### config.mk
export PLATFORM = sky130hd
export DESIGN_NAME = mmio_bus_mapper
export DESIGN_NICKNAME = d
export VERILOG_FILES = /design/src/rtl/mmio_map_pkg.sv /design/src/rtl/mmio_bus_mapper_load_formatter.sv /design/src/rtl/mmio_bus_mapper.sv
export SDC_FILE = /design/constraint.sdc
export NUM_CORES = 1
export LEC_CHECK = 0
export ABC_CLOCK_PERIOD_IN_PS = 4960
export CORE_MARGIN = 10
export CORE_UTILIZATION = 29
export CTS_CLUSTER_SIZE = 14
export DETAILED_ROUTE_END_ITERATION = 6
export HOLD_SLACK_MARGIN = 0.03
export PLACE_DENSITY = 0.64
export REMOVE_ABC_BUFFERS = 1
export SYNTH_ARGS = -nofsm -noshare
export SYNTH_HDL_FRONTEND = slang
export SYNTH_SLANG_ARGS = --single-unit
### constraint.sdc
create_clock -name clk -period 4.96 [get_ports clk]
set_input_delay 1.488 -clock clk [delete_from_list [all_inputs] [get_ports clk]]
set_output_delay 1.488 -clock clk [all_outputs]
set_load 0.05 [all_outputs]
### src/rtl/mmio_map_pkg.sv
// Shared types and constants for the data-side MMIO address map.
package mmio_map_pkg;

    typedef enum logic [1:0] {
        BYTE = 2'b00,
        HALF = 2'b01,
        WORD = 2'b10
    } access_size_t;

    typedef enum logic [1:0] {
        T_RAM    = 2'b00,
        T_SLOT   = 2'b01,
        T_STATUS = 2'b10,
        T_ERR    = 2'b11
    } target_t;

    localparam logic [31:0] DEFAULT_PERIPH_BASE = 32'h0000_2000;
    localparam int unsigned SLOT_STRIDE         = 4;

    // Raw size field to access size; the unused encoding 11 behaves as a word.
    function automatic access_size_t decode_size(input logic [1:0] raw);
        case (raw)
            2'b00:   return BYTE;
            2'b01:   return HALF;
            default: return WORD;
        endcase
    endfunction

    // Byte-lane enables for a store of the given size at the given byte offset.
    function automatic logic [3:0] byte_enables(input access_size_t sz, input logic [1:0] lane);
        case (sz)
            BYTE:    return 4'b0001 << lane;
            HALF:    return lane[1] ? 4'b1100 : 4'b0011;
            default: return 4'b1111;
        endcase
    endfunction

endpackage

### src/rtl/mmio_bus_mapper_load_formatter.sv
// Combinational load formatter: picks the addressed byte/half lane out of a
// 32-bit word and sign- or zero-extends it. Word loads pass straight through.
module load_formatter
    import mmio_map_pkg::*;
(
    input  logic [31:0]  word,
    input  logic [1:0]   lane,
    input  access_size_t size,
    input  logic         sign_ext,
    output logic [31:0]  data
);

    logic [7:0]  byte_v;
    logic [15:0] half_v;

    // Lane select followed by extension to 32 bits.
    always_comb begin
        byte_v = word[{lane, 3'b000} +: 8];
        half_v = lane[1] ? word[31:16] : word[15:0];
        case (size)
            BYTE:    data = {{24{sign_ext & byte_v[7]}}, byte_v};
            HALF:    data = {{16{sign_ext & half_v[15]}}, half_v};
            default: data = word;
        endcase
    end

endmodule

### src/rtl/mmio_bus_mapper.sv
// Data-side address decoder between the RV32 datapath and data RAM / MMIO.
// Decodes status register, an N-slot word-only peripheral window and RAM,
// issues byte-lane RAM writes, registered peripheral strobes, and a
// one-cycle registered load response aligned to synchronous RAM.
//
// Handshake: requests are single-cycle strobes (we_i/re_i) with no ready;
// every accepted load (re_i without we_i) yields exactly one rvalid_o pulse
// in the following cycle, and every rejected access yields one err_o pulse
// in the following cycle.
module mmio_bus_mapper
    import mmio_map_pkg::*;
#(
    parameter int unsigned RAM_DEPTH   = 4096,
    parameter int unsigned N_SLOTS     = 8,
    parameter logic [31:0] PERIPH_BASE = DEFAULT_PERIPH_BASE,
    parameter logic [31:0] STATUS_ADDR = PERIPH_BASE + 32'(SLOT_STRIDE * N_SLOTS),
    localparam int AW = $clog2(RAM_DEPTH)
) (
    input  logic                  clk,
    input  logic                  reset,
    input  logic [31:0]           addr_i,
    input  logic [31:0]           wdata_i,
    input  logic                  we_i,
    input  logic                  re_i,
    input  logic [1:0]            size_i,
    input  logic                  signed_i,
    output logic [31:0]           rdata_o,
    output logic                  rvalid_o,
    output logic                  err_o,
    output logic                  ram_we_o,
    output logic [3:0]            ram_be_o,
    output logic [AW-1:0]         ram_addr_o,
    output logic [31:0]           ram_wdata_o,
    input  logic [31:0]           ram_rdata_i,
    output logic [N_SLOTS-1:0]    p_we_o,
    output logic [N_SLOTS-1:0]    p_re_o,
    output logic [31:0]           p_wdata_o,
    input  logic [32*N_SLOTS-1:0] p_rdata_i
);

    localparam int SW = (N_SLOTS > 1) ? $clog2(N_SLOTS) : 1;
    localparam logic [31:0] RAM_BYTES   = 32'(4 * RAM_DEPTH);
    localparam logic [31:0] WINDOW_SIZE = 32'(SLOT_STRIDE * N_SLOTS);

    // Request-cycle decode
    access_size_t         sz;
    logic [1:0]           lane;
    logic [31:0]          slot_off;
    logic [SW-1:0]        slot_idx;
    logic [N_SLOTS-1:0]   slot_onehot;
    logic [31:0]          slot_rdata;
    logic                 misalign, hit_status, hit_slot, hit_ram;
    logic                 ok, store_ok, load_issue, err_now, status_wr;
    target_t              load_target;

    // Status register fields
    logic [7:0]           err_count;
    logic [15:0]          last_err_addr;
    logic [31:0]          status_word;

    // Load stage and registered strobes
    logic                 rvalid_q, err_q;
    target_t              ld_target;
    logic [1:0]           ld_lane;
    access_size_t         ld_size;
    logic                 ld_signed;
    logic [31:0]          ld_data;
    logic [N_SLOTS-1:0]   p_we_q, p_re_q;
    logic [31:0]          fmt_src, fmt_data;

    assign status_word = {err_count, 8'h00, last_err_addr};

    // Address decode, alignment check and target classification.
    always_comb begin
        sz          = decode_size(size_i);
        lane        = addr_i[1:0];
        slot_off    = addr_i - PERIPH_BASE;
        slot_idx    = slot_off[SW+1:2];
        misalign    = ((sz == WORD) && (lane != 2'b00)) || ((sz == HALF) && lane[0]);
        hit_status  = (addr_i == STATUS_ADDR);
        hit_slot    = !hit_status && (addr_i >= PERIPH_BASE) && (slot_off < WINDOW_SIZE);
        hit_ram     = !hit_status && !hit_slot && (addr_i < RAM_BYTES);
        // Slots and status are word-only; RAM takes any aligned size.
        ok          = !misalign && (hit_ram || ((hit_status || hit_slot) && (sz == WORD)));
        store_ok    = we_i && ok;
        load_issue  = re_i && !we_i;
        err_now     = (we_i || re_i) && (!ok || (we_i && re_i));
        status_wr   = store_ok && hit_status;
        if (!ok)           load_target = T_ERR;
        else if (hit_ram)  load_target = T_RAM;
        else if (hit_slot) load_target = T_SLOT;
        else               load_target = T_STATUS;
    end

    // Slot one-hot and read-data mux over the packed peripheral bus.
    always_comb begin
        slot_onehot = '0;
        slot_rdata  = '0;
        for (int k = 0; k < N_SLOTS; k++) begin
            if (slot_idx == SW'(k)) begin
                slot_onehot[k] = 1'b1;
                slot_rdata     = p_rdata_i[32*k +: 32];
            end
        end
    end

    // Combinational RAM port; writes only for an accepted RAM store.
    always_comb begin
        ram_addr_o = addr_i[AW+1:2];
        ram_we_o   = store_ok && hit_ram && !reset;
        ram_be_o   = ram_we_o ? byte_enables(sz, lane) : 4'b0000;
        case (sz)
            BYTE:    ram_wdata_o = {4{wdata_i[7:0]}};
            HALF:    ram_wdata_o = {2{wdata_i[15:0]}};
            default: ram_wdata_o = wdata_i;
        endcase
    end

    // Load stage, error pulse and peripheral strobes.
    always_ff @(posedge clk) begin
        if (reset) begin
            rvalid_q  <= 1'b0;
            err_q     <= 1'b0;
            ld_target <= T_RAM;
            ld_lane   <= 2'b00;
            ld_size   <= BYTE;
            ld_signed <= 1'b0;
            ld_data   <= '0;
            p_we_q    <= '0;
            p_re_q    <= '0;
            p_wdata_o <= '0;
        end else begin
            rvalid_q <= load_issue;
            err_q    <= err_now;
            p_we_q   <= (store_ok && hit_slot) ? slot_onehot : '0;
            p_re_q   <= (load_issue && ok && hit_slot) ? slot_onehot : '0;
            if (store_ok && hit_slot) begin
                p_wdata_o <= wdata_i;
            end
            if (load_issue) begin
                ld_target <= load_target;
                ld_lane   <= lane;
                ld_size   <= sz;
                ld_signed <= signed_i;
                case (load_target)
                    T_SLOT:   ld_data <= slot_rdata;
                    T_STATUS: ld_data <= status_word;
                    default:  ld_data <= '0;
                endcase
            end
        end
    end

    // Sticky error status; a status write clears first, a same-cycle error then counts.
    always_ff @(posedge clk) begin
        if (reset) begin
            err_count     <= '0;
            last_err_addr <= '0;
        end else if (status_wr) begin
            err_count     <= err_now ? 8'd1 : 8'd0;
            last_err_addr <= err_now ? addr_i[15:0] : 16'h0000;
        end else if (err_now) begin
            if (err_count != 8'hFF) begin
                err_count <= err_count + 8'd1;
            end
            last_err_addr <= addr_i[15:0];
        end
    end

    assign fmt_src = (ld_target == T_RAM) ? ram_rdata_i : ld_data;

    load_formatter u_fmt (
        .word     (fmt_src),
        .lane     (ld_lane),
        .size     (ld_size),
        .sign_ext (ld_signed),
        .data     (fmt_data)
    );

    // Outputs are forced low while reset is held so an in-flight response dies.
    assign rvalid_o = rvalid_q && !reset;
    assign err_o    = err_q && !reset;
    assign p_we_o   = p_we_q & {N_SLOTS{!reset}};
    assign p_re_o   = p_re_q & {N_SLOTS{!reset}};
    assign rdata_o  = (rvalid_o && (ld_target != T_ERR)) ? fmt_data : 32'h0;

endmodule

==> run_results.csv <==
group,metric,value,unit
outcome,status,"finished, violations left",
outcome,failed_checks,"setup timing",
timing,final-setup-viol-count,4,
power,intPower,2.22,mW
timing,worst_slew_pin_slew,0.888,ns
final_layout,stdcell_count,1982,
die,start_util,0.293,
global_route,gr-usage-met2,0.424,
timing,relSlewSlack,0.408,
cts,clockRootBuffer,"clkbuf_16",
power,p_seq_frac,0.300,
drt,drt_wl_total,44700,um
final_layout,final_common_cell,"clkdlybuf4s50_1",
die,core,28500,sq um
power,ir_worst_vdd,0.000161,V
cts,cts_hold_buffers,0,
job,cap_violations,0,
synth,yosys_warnings,0,
die,row_count,62,
timing,finalClockSkew,0.00633,ns
final_layout,final_cell_mix,"clkdlybuf4s50_1 (390), nand2_1 (181), buf_4 (170)",
worst_setup_path,slowest_stage,"a2111oi_4",
die,ios,490,
power,p_comb_frac,0.309,
global_route,top_usage_layer,"met2",
timing,slew_violations,0,
power,switching_share,0.300,
hold_path,hold_path.class,"register to register",
synth,synth_top_area_cell,"dfxtp_1",
synth,synth_edf_count,0,
placed_design,gp_congestion,0.913,
worst_setup_path,cp-end-kind,"output port",
global_route,grt_max_degree,58,
synth,synth_cell_type_count,74,
die,dieHeight,190,um
global_route,grt_use_total,0.237,
drt,antenna_left,0,
synth,synth_ff_type,"dfxtp_1",
synth,synthTopCellsByArea,"dfxtp_1 (27%), mux2i_1 (10%), mux4_2 (8.9%), nand2_1 (8.2%), a21oi_1 (4.6%)",
synth,synth-seq-area-share,0.270,
power,p_sw,0.953,mW
worst_setup_path,critPathArrivalTime,3.53,ns
cts,htreeDepth,4,
drt,dr.pass1.iters,6,
timing,rsz0062_at_grt,"true",
final_layout,drive_gt1_frac,0.247,
final_layout,fin_nets,1944,
final_layout,area_growth,85.3,%
worst_setup_path,cp_num_buf_inv,5,
drt,vias,10266,
synth,yosysTopAreaCellShare,0.270,
power,pwr-share-clk,0.390,
drt,route.detailed.drc,0,
cts,clockBufferDepth,2,
placed_design,portBuffers,489,
final_layout,fill_cells,2634,
global_route,overflow,0,
worst_setup_path,worstPathMaxFanout,4,
timing,finalHoldViolCount,0,
timing,timing.fmax,0.199,GHz
worst_setup_path,startpoint_type,"input pin",
cts,cts_tree,"built",
cts,clk_latency,0.42,ns
synth,synth_area_per_cell,8.08,sq um
cts,cts_buffers,17,
global_route,met3_usage,0.0514,
synth,ys_async_sr_fraction,0,
final_layout,final_util,0.543,
timing,setup_ws,-0.0595,ns
power,p_leak,6.00,nW
synth,syn_area,8360,sq um
synth,syn-instance-count,1035,
drt,drt_iter0_drc,773,
die,design.die.area,36000,sq um
global_route,grt_pass1_vias,10614,
power,power_density,205,nW/um^2
power,power,3.17,mW
global_route,grt_antenna_before_repair,1,
drt,wl_per_cell,22.5,um
global_route,use_met1,0.283,
worst_setup_path,path_cells,"buf_6, inv_4, ha_4, nor3b_4, nand4_1, a2111oi_4, buf_4, o2111ai_4, o21ai_4, nor3b_4, buf_4, o21a_1, buf_12",
global_route,grt_pass1_wl,66200,um
cts,cts_sinks,113,
timing,finalCriticalPeriod,5.02,ns
worst_setup_path,worstPathRequired,3.47,ns
cts,clk_pin_slew,0.06,ns
timing,fin_crit_sh,1.01,
worst_setup_path,slowest_delay,0.33,ns
worst_setup_path,crit_family,"compound AO/OA/AOI/OAI gates",
die,die_w,190,um
worst_setup_path,crit_type,"input pin to output port",
placed_design,dp_cells,1913,
placed_design,dpl.hpwl,34800,um
drt,vias_per_cell,5.18,
synth,synth_seq_cells,113,
timing,fin_setup_tns,-0.132,ns
layer usage:
metal,vias up,part of all wire
met1,4900,0.41
li1,4895,-
met2,425,0.51
met5,-,0
met3,46,0.060
met4,0,0.017
worst reg2reg max path, stage by stage (launching register included):
cell     delay, ns
dfxtp_1       0.40
ha_1          0.31
and3_1        0.20
nand3_1       0.20
nand4_1       0.17
or4_2         0.55
a21oi_1       0.15
final cells by class:
class | instances | area (sq um) | share of cell area
clock buffer | 19 | 453 | 0.0292
sequential | 113 | 2260 | 0.146
multi-input combinational | 806 | 5870 | 0.378
clock inverter | 13 | 136 | 0.00880
tap | 384 | 480 | 0.0310
timing repair buffer | 637 | 6260 | 0.404
antenna | 2 | 5.00 | 0.000323
inverter | 8 | 35.0 | 0.00226
synth_stat cells (all sizes together), types with 9 or more instances:
library cell	n
nor2b	25
a21oi	78
nand3	18
nor4	9
mux4	33
nand2b	9
nor3	43
clkbuf	65
o211ai	27
buf	43
mux2i	85
nand2	184
o21ai	46
a211oi	9
a22o	16
dfxtp	113
nor2	72
a221oi	34
mux2	20
power groups by stage:
| stage | clock (mW) | sequential [mW] | combinational (mW) |
|---|---|---|---|
| final | 1.24 | 0.953 | 0.982 |
| after global routing | 1.30 | 0.957 | 1.04 |
| after CTS | 1.26 | 0.953 | 0.975 |
| after detailed placement | 0 | 0.973 | 0.955 |
| after global placement | 0 | 0.972 | 0.948 |
| after floorplan | 0 | 0.968 | 0.348 |
metrics by stage:
| step | setup slack (ns) | instance area, sq um | hold WS [ns] |
|---|---|---|---|
| after detailed placement | -0.897 | 14300 | 0.443 |
| final | -0.0595 | 15500 | 0.447 |
| after global placement | -0.861 | 14300 | 0.437 |
| after floorplan | -1.79 | 7840 | 0.425 |
| after global routing | -0.179 | 15500 | 0.460 |
| after CTS | -0.0768 | 15400 | 0.450 |
state kept, by name (all words and copies together), names as in the netlist:
register	flops
ld_data	32
p_wdata_o	32
last_err_addr	16
err_count	8
p_re_q	8
p_we_q	8
ld_lane	2
ld_size	2
ld_target	2
err_q	1
ld_signed	1
rvalid_q	1
timing repair:
item,in CTS,in global routing
setup endpoints to repair,29,35
resized for setup,130,28
pin swaps,27,18
setup buffers,29,9
gates cloned,2,0
worst paths after layout:
kind | startpoint | endpoint | slack (ns) | cells past startpoint
setup / recovery | addr_i[14] | ram_be_o[1] | -0.06 | 13
setup reg to reg | err_count[0] | err_count[4] | 2.93 | 6
hold / removal | p_wdata_o[15] | p_wdata_o[15] | 0.45 | 2
hold reg to reg | p_wdata_o[15] | p_wdata_o[15] | 0.45 | 2
cells by family (layout without fill, tap and decap cells):
family | Yosys count | in the layout | share of synthesized area
AND/OR/NAND/NOR | 404 | 404 | 0.227
AO/OA/AOI/OAI | 258 | 258 | 0.212
multiplexers | 138 | 138 | 0.218
buffers and inverters | 116 | 677 | 0.0661
flip-flops | 113 | 113 | 0.270
XOR/XNOR | 4 | 4 | 0.00419
adder cells (fa/ha/maj) | 2 | 2 | 0.00299
other | 0 | 2 | 0
No activity file was read; power rests on OpenSTA's default activity.
